**src/rtl/ppu_scanout.sv**
```systemverilog
// rtl/ppu_scanout.sv - 640x480 scanout of a 320x240 row buffer through a paired-colour palette
module ppu_scanout (
   input  logic        clk,
   input  logic        rst_n,
   output logic [8:0]  rowram_rdaddr,
   input  logic [9:0]  rowram_rddata,
   output logic [8:0]  palram_rdaddr,
   input  logic [63:0] palram_rddata,
   output logic [7:0]  vid_r,
   output logic [7:0]  vid_g,
   output logic [7:0]  vid_b,
   output logic        vid_hsync,
   output logic        vid_vsync,
   output logic        vid_de,
   output logic        row_req,
   output logic [7:0]  row_req_num,
   output logic        vblank_start
);

   logic [9:0]  hcount_q, hcount_d;
   logic [9:0]  vcount_q, vcount_d;
   logic [1:0]  act_sr_q;
   logic [1:0]  hs_sr_q;
   logic [1:0]  vs_sr_q;
   logic        sel_q;
   logic [7:0]  vid_r_q, vid_g_q, vid_b_q;
   logic        vid_de_q, vid_hsync_q, vid_vsync_q;
   logic        row_req_q, row_req_d;
   logic [7:0]  row_req_num_q, row_req_num_d;
   logic        vblank_start_q, vblank_start_d;

   logic        h_active;
   logic        active;
   logic        hs_raw;
   logic        vs_raw;
   logic [31:0] colour;
   logic        unused_pal;

   always_comb begin
      hcount_d = hcount_q + 10'd1;
      vcount_d = vcount_q;
      if (hcount_q == 10'd799) begin
         hcount_d = 10'd0;
         vcount_d = (vcount_q == 10'd524) ? 10'd0 : vcount_q + 10'd1;
      end
   end

   assign h_active      = (hcount_q < 10'd640);
   assign active        = h_active && (vcount_q < 10'd480);
   assign hs_raw        = !((hcount_q >= 10'd656) && (hcount_q <= 10'd751));
   assign vs_raw        = !((vcount_q >= 10'd490) && (vcount_q <= 10'd491));
   assign rowram_rdaddr = h_active ? hcount_q[9:1] : 9'd0;
   assign palram_rdaddr = rowram_rddata[9:1];
   assign colour        = sel_q ? palram_rddata[63:32] : palram_rddata[31:0];
   assign unused_pal    = &{1'b0, colour[31:24]};

   // Requests are launched one cycle early so the pulse lines up with hcount==640.
   always_comb begin
      row_req_d      = (hcount_q == 10'd639) &&
                       ((vcount_q[0] && (vcount_q < 10'd479)) || (vcount_q == 10'd524));
      row_req_num_d  = row_req_num_q;
      if (row_req_d) begin
         row_req_num_d = (vcount_q == 10'd524) ? 8'd0 : vcount_q[8:1] + 8'd1;
      end
      vblank_start_d = (hcount_q == 10'd799) && (vcount_q == 10'd479);
   end

   always_ff @(posedge clk or negedge rst_n) begin
      if (!rst_n) begin
         hcount_q       <= 10'd0;
         vcount_q       <= 10'd0;
         act_sr_q       <= 2'b00;
         hs_sr_q        <= 2'b11;
         vs_sr_q        <= 2'b11;
         sel_q          <= 1'b0;
         vid_r_q        <= 8'd0;
         vid_g_q        <= 8'd0;
         vid_b_q        <= 8'd0;
         vid_de_q       <= 1'b0;
         vid_hsync_q    <= 1'b1;
         vid_vsync_q    <= 1'b1;
         row_req_q      <= 1'b0;
         row_req_num_q  <= 8'd0;
         vblank_start_q <= 1'b0;
      end else begin
         hcount_q       <= hcount_d;
         vcount_q       <= vcount_d;
         act_sr_q       <= {act_sr_q[0], active};
         hs_sr_q        <= {hs_sr_q[0], hs_raw};
         vs_sr_q        <= {vs_sr_q[0], vs_raw};
         sel_q          <= rowram_rddata[0];
         vid_r_q        <= act_sr_q[1] ? colour[23:16] : 8'd0;
         vid_g_q        <= act_sr_q[1] ? colour[15:8]  : 8'd0;
         vid_b_q        <= act_sr_q[1] ? colour[7:0]   : 8'd0;
         vid_de_q       <= act_sr_q[1];
         vid_hsync_q    <= hs_sr_q[1];
         vid_vsync_q    <= vs_sr_q[1];
         row_req_q      <= row_req_d;
         row_req_num_q  <= row_req_num_d;
         vblank_start_q <= vblank_start_d;
      end
   end

   assign vid_r        = vid_r_q;
   assign vid_g        = vid_g_q;
   assign vid_b        = vid_b_q;
   assign vid_de       = vid_de_q;
   assign vid_hsync    = vid_hsync_q;
   assign vid_vsync    = vid_vsync_q;
   assign row_req      = row_req_q;
   assign row_req_num  = row_req_num_q;
   assign vblank_start = vblank_start_q;

endmodule

```
**config.mk**
```make
export PLATFORM = sky130hd
export DESIGN_NAME = ppu_scanout
export DESIGN_NICKNAME = d
export VERILOG_FILES = /design/src/rtl/ppu_scanout.sv
export SDC_FILE = /design/constraint.sdc
export NUM_CORES = 1
export LEC_CHECK = 0
export CORE_MARGIN = 2
export CORE_UTILIZATION = 40
export CTS_CLUSTER_DIAMETER = 120
export CTS_CLUSTER_SIZE = 10
export DETAILED_ROUTE_END_ITERATION = 10
export GPL_TIMING_DRIVEN = 0
export PLACE_DENSITY = 0.78
export SETUP_SLACK_MARGIN = 0.05
export SLEW_MARGIN = 20
export SYNTH_ARGS = -nofsm -noshare
export SYNTH_HDL_FRONTEND = slang
export SYNTH_SLANG_ARGS = --single-unit
export TNS_END_PERCENT = 50
```
**constraint.sdc**
```tcl
create_clock -name clk -period 4.2 [get_ports clk]
set_clock_uncertainty 0.15 [all_clocks]
set_input_delay 0.63 -clock clk [delete_from_list [all_inputs] [get_ports clk]]
set_output_delay 0.63 -clock clk [all_outputs]
set_load 0.005 [all_outputs]
```
After elaboration in Yosys (flattened, before gate mapping)
Index checks and enable logic that the tools add are counted.
{"block": "op_classes", "mux": 8, "n_addsub": 3, "order_cmp": 7, "n_reduce_logical": 9, "eq_ne": 4}
{"cell": "8-bit 2-to-1 mux", "n": 4}
{"cell": "10-bit == test, second input constant", "n": 3}
{"cell": "24-bit 2-to-1 mux", "n": 1}
{"cell": "10-bit by 1-bit adder with 10-bit output, second input constant", "n": 2}
{"cell": "10-bit by 9-bit less-than comparator with 1-bit output, second input constant", "n": 2}
{"cell": "10-bit 2-to-1 mux", "n": 2}
{"cell": "10-bit by 9-bit == test with 1-bit output, second input constant", "n": 1}
{"cell": "10-bit >= comparator, second input constant", "n": 1}
{"cell": "10-bit by 9-bit >= comparator with 1-bit output, second input constant", "n": 1}
{"cell": "10-bit <= comparator, second input constant", "n": 1}
{"cell": "10-bit by 9-bit <= comparator with 1-bit output, second input constant", "n": 1}
{"cell": "10-bit less-than comparator, second input constant", "n": 1}
{"cell": "9-bit 2-to-1 mux", "n": 1}
{"cell": "8-bit by 1-bit adder with 8-bit output, second input constant", "n": 1}
{"cell": "1-bit logical AND", "n": 6}
{"cell": "1-bit zero test", "n": 2}
{"cell": "1-bit logical OR", "n": 1}
{"block": "totals", "reg_bits": 64, "in_bits": 76}

Longest topological paths before layout
{"block": "logic_depth", "depth_word": 4, "depth_mapped": 8, "depth_no_buf": 7}

Least setup slack after synthesis
No wires, ideal clock.
{"block": "synth_path", "path_kind": "register -> register", "from": "register vcount_q[1]", "to": "register row_req_num_q[4] (netlist: row_req_num[4])", "stages_incl_launch_ff": 7, "path_buffers": 0, "synth_period_minus_slack_ns": 1.969, "path_slack_ns": 2.231, "t_required_ns": 3.925, "arrival_ns": 1.694, "path_cell_list": "dfrtp_1 ha_1 nand4_2 o2111a_2 o21ai_4 inv_4 mux2_4"}
{"block": "synth_via", "elab_chain_cells": 4}
{"item": "from (decl)", "line": "21", "text": "logic [9:0] vcount_q, vcount_d;"}
{"item": "from (signal assigned)", "line": "87", "text": "vcount_q <= vcount_d;"}
{"item": "10-bit by 9-bit less-than comparator with 1-bit output", "line": "60", "text": "((vcount_q[0] && (vcount_q < 10'd479)) || (vcount_q == 10'd524));"}
{"item": "1-bit logical AND", "line": "60"}
{"item": "1-bit logical OR (*)", "line": "60"}
{"item": "1-bit logical AND (*)", "line": "59", "text": "row_req_d = (hcount_q == 10'd639) &&"}
{"item": "named net row_req_d", "line": "28", "text": "logic row_req_q, row_req_d;"}
{"item": "to (signal assigned)", "line": "99", "text": "row_req_num_q <= row_req_num_d;"}
{"item": "to (decl)", "line": "29", "text": "logic [7:0] row_req_num_q, row_req_num_d;"}
The timed path passes the listed nets; every way through them passes the cells marked *.
A chain may end at the register's enable or synchronous reset.

Final worst setup path
{"block": "layout_path", "from": "register hcount_q[7]", "to": "output rowram_rdaddr[0]"}
{"block": "layout_via", "elab_chain_cells": 2}
{"item": "from (decl)", "line": "20", "text": "logic [9:0] hcount_q, hcount_d;"}
{"item": "from (signal assigned)", "line": "86", "text": "hcount_q <= hcount_d;"}
{"item": "10-bit less-than comparator", "line": "48", "text": "assign h_active = (hcount_q < 10'd640);"}
{"item": "9-bit 2-to-1 mux", "line": "52", "text": "assign rowram_rdaddr = h_active ? hcount_q[9:1] : 9'd0;"}
{"item": "to (decl)", "line": "5", "text": "output logic [8:0] rowram_rdaddr,"}
No other way between the ends.

==> metrics.md <==
| Metric | Value |
|---|---|
| Leak | 1.98 nW |
| Highest metal used | met4 |
| Layout area overhead | 46.1% |
| Fin nets | 456 |
| Routability cong. | 0.805 |
| First-pass GRT wire length | 11500 um |
| Routed Antenna Nets | 0 |
| CTS H-tree lvls | 3 |
| CTS tree | yes |
| Slowest CP cell | o21ai_0 |
| CP bufs+invs | 1 |
| Post-Syn Nets | 339 |
| FF-to-FF path depth | 6 |
| Mapped Area | 0.00304 mm2 |
| Fmax | 340 MHz |
| Bufs on Longest Clock Path | 2 |
| Initial core utilization | 0.417 |
| Core Area | 0.00729 mm2 |
| Boundary Pins | 131 |
| Fill cells | 605 |
| Max cap viols | 0 |
| CP Cell Sequence | o21ai_0, and2_1, clkdlybuf4s50_1 |
| Max-slew headroom | 0.527 |
| Die Y-Extent | 91.2 um |
| Vias/cell | 4.87 |
| Critical path arrival | 2160 ps |
| Worst-Skew Late Latency | 340 ps |
| Max rail drop VDD | 0.000186 V |
| Met1 WL | 3070 um |
| Synthesized netlist cell count | 257 |
| Status | finished, final reports clean |
| Startpoint types | flop |
| Tcrit/Tclk final | 0.700 |
| CTS root buffer | clkbuf_8 |
| RSZ-0062 raised after global routing | no |
| Post-DP HPWL | 5340 um |
| Vias in the first global route | 2303 |
| Final core utilization | 0.609 |
| Top cell family by delay on the critical path | compound AO/OA/AOI/OAI gates |
| Drt drc | 0 |
| Post-Layout Cell Count | 478 |
| Post-Route WL | 7080 um |
| GRT overflow | 0 |
| Drt pass-1 iters | 4 |
| Number of DRC markers in iteration 0 | 110 |
| PostCTS Resize Cnt | 0 |
| P per Cell Area | 300 mW/mm2 |
| Crit path required time | 3420 ps |
| Metal3 WL | 610 um |
| Critical setup path kind | reg2out |
| Largest net degree at the start of global routing | 42 |
| Row count | 31 |
| Sequential Area | 0.00161 mm2 |
| R2R Setup Slk | 2030 ps |
| Die area | 0.00831 mm2 |
| Synth cell types | 43 |
| Width of the die | 91.2 um |
| Seq cells post-synth | 64 |
| Drt wl/cell | 14.8 um |
| Worst-Margin Slew | 702 ps |
| Final setup violation count | 0 |
| All-Layer GR Usage | 0.180 |
| Port Buffers | 105 |
| Final worst path period need | 2940 ps |
| Avg Synthesized Cell Area | 11.8 um2 |
| N_diodes | 0 |
| Setup Total Neg Slack | 0 ps |
| Hold Violations, Final | 0 |
| DR vias | 2326 |
| Postcts setup bufs | 0 |
| Initial antenna violation count | 0 |
| Max Fanout on Critical Path | 7 |
| CTS clk-pin slew, worst paths | 70 ps |
| Overall power | 0.00133 W |
| Share of layout cells above drive strength 1 | 0.142 |
| Seq/Total Area, Yosys | 0.529 |
| Worst R2R End | row_req_num[7] |
| Tightest Hold Check Type | in2async |
| Clock sink count | 64 |
| Placed instance count | 462 |
| Total CTS buffers | 9 |
| CP endpoint kind | output port |
| Hold_ws | 40.1 ps |
| Worst path max stage delay | 610 ps |
| Worst r2r src | vcount_q[1] |
| Ys Warns | 0 |
| Met2 wire len | 3300 um |
| Final max-slew violation count | 0 |
| Post-CTS Hold Fix Bufs | 0 |
| Area of the multi-input gates | 0.00125 mm2 |
-- stage by stage --
stage | setup slack [ps] | instance area, um2
floorplan | 2230 | 3040
global placement | 267 | 4210
detailed placement | 1620 | 4230
CTS | 1220 | 4440
global route | 1090 | 4440
finish | 1260 | 4440
-- synthesized netlist by cell type --
| master | instances | share of area |
|---|---|---|
| nand4_2 | 1 | 0.0041 |
| and2b_1 | 1 | 0.0025 |
| dfrtp_1 | 58 | 0.48 |
| nor2b_1 | 28 | 0.058 |
| o2bb2ai_1 | 4 | 0.012 |
| and3_1 | 8 | 0.016 |
| dfstp_2 | 6 | 0.052 |
| mux2_2 | 1 | 0.0037 |
| buf_4 | 14 | 0.035 |
| buf_2 | 3 | 0.0049 |
| a31oi_1 | 2 | 0.0041 |
| a21o_1 | 2 | 0.0049 |
| nand4_1 | 6 | 0.012 |
| a22o_1 | 5 | 0.014 |
| xor2_1 | 8 | 0.023 |
| inv_1 | 7 | 0.0086 |
| clkbuf_1 | 3 | 0.0037 |
| nand3_1 | 8 | 0.013 |
| nand2b_1 | 1 | 0.0021 |
| nand4b_1 | 1 | 0.0029 |
| nor3b_2 | 2 | 0.0082 |
| inv_4 | 1 | 0.0021 |
| nand2_1 | 4 | 0.0049 |
| and2_4 | 1 | 0.0029 |
| mux2_4 | 4 | 0.020 |
| and2_1 | 9 | 0.019 |
| nor4bb_1 | 2 | 0.0066 |
| nor2_1 | 11 | 0.014 |
| nor4_1 | 1 | 0.0021 |
| xnor2_1 | 7 | 0.020 |
| o21ai_4 | 1 | 0.0054 |
| o31ai_1 | 1 | 0.0025 |
| mux2i_1 | 24 | 0.079 |
| o21ai_1 | 5 | 0.0082 |
| a21boi_0 | 1 | 0.0025 |
| o21ai_0 | 2 | 0.0033 |
| nor3_1 | 3 | 0.0049 |
| o2111a_2 | 1 | 0.0041 |
| ha_1 | 6 | 0.025 |
| nor4b_2 | 1 | 0.0049 |
| or3_1 | 1 | 0.0021 |
| buf_6 | 1 | 0.0037 |
| a21oi_1 | 1 | 0.0016 |
-- state kept, by name, indices dropped and copies added (netlist names) --
signal        flops
sel_q             1
vcount_q         10
hcount_q         10
vs_sr_q           2
vid_g             8
vblank_start      1
row_req           1
row_req_num       8
act_sr_q          2
vid_hsync         1
vid_b             8
hs_sr_q           2
vid_r             8
vid_de            1
vid_vsync         1
-- where the power goes --
group | switching [W] | internal, W
clock | 0.000228 | 0.000321
sequential | 0.00000522 | 0.000635
combinational | 0.0000465 | 0.0000992
-- worst reg2reg max path: stages, from the launching register on --
cell and delay, ps:
dfrtp_1 530, ha_1 310, nand4_2 140, o2111a_2 320, o21ai_4 230, inv_4 80, mux2_4 300
-- worst max-delay path by stage --
stage | startpoint | endpoint | slack [ps] | cells past startpoint
after floorplan | vcount_q[1] | row_req_num[4] | 2230 | 6
after global placement | rst_n | hcount_q[6] | 270 | 1
after detailed placement | hcount_q[7] | rowram_rdaddr[0] | 1620 | 3
after CTS | hcount_q[7] | rowram_rdaddr[0] | 1220 | 3
after global routing | hcount_q[7] | rowram_rdaddr[0] | 1090 | 3
final | hcount_q[7] | rowram_rdaddr[0] | 1260 | 3
-- kinds of logic (layout without fill, tap and decap cells) --
kind of cell | count (synthesis) | after routing | share of synthesized area
buf+inv | 29 | 151 | 0.0576
flops | 64 | 64 | 0.529
simple gates | 89 | 89 | 0.180
fa+ha+maj | 6 | 6 | 0.0247
xor+xnor | 15 | 15 | 0.0432
compound gates | 25 | 25 | 0.0626
mux | 29 | 29 | 0.103
-- per-layer routing --
metal / global-route usage / vias up
met5: 0 / -
met2: 0.288 / 110
li1: - / 1101
met4: 0.0758 / 0
met3: 0.0680 / 10
met1: 0.218 / 1105
-- layout make-up --
cell class,count,area share
well taps,99,0.0279
inverters,8,0.00733
repair buffers,106,0.241
plain buffers,21,0.0321
clock inverters,3,0.00902
flip-flops and latches,64,0.362
clock buffers,13,0.0380
multi-input cells,164,0.283
-- placed cells by master (no fill, tap or decap), types with 4 or more instances in the layout --
master           Yosys  layout
nor2_1              11      11
xnor2_1              7       7
nand4_1              6       6
dfrtp_1             58      58
clkbuf_1             3       4
and2_1               9       9
buf_4               14      15
clkdlybuf4s50_1      0     104
dfstp_2              6       6
nand3_1              8       8
mux2_4               4       4
inv_1                7       7
o2bb2ai_1            4       4
a22o_1               5       5
o21ai_1              5       5
and3_1               8       8
ha_1                 6       6
nand2_1              4       4
nor2b_1             28      28
clkbuf_8             0      12
xor2_1               8       8
mux2i_1             24      24
Note: power is estimated with default switching activity, not from simulation.
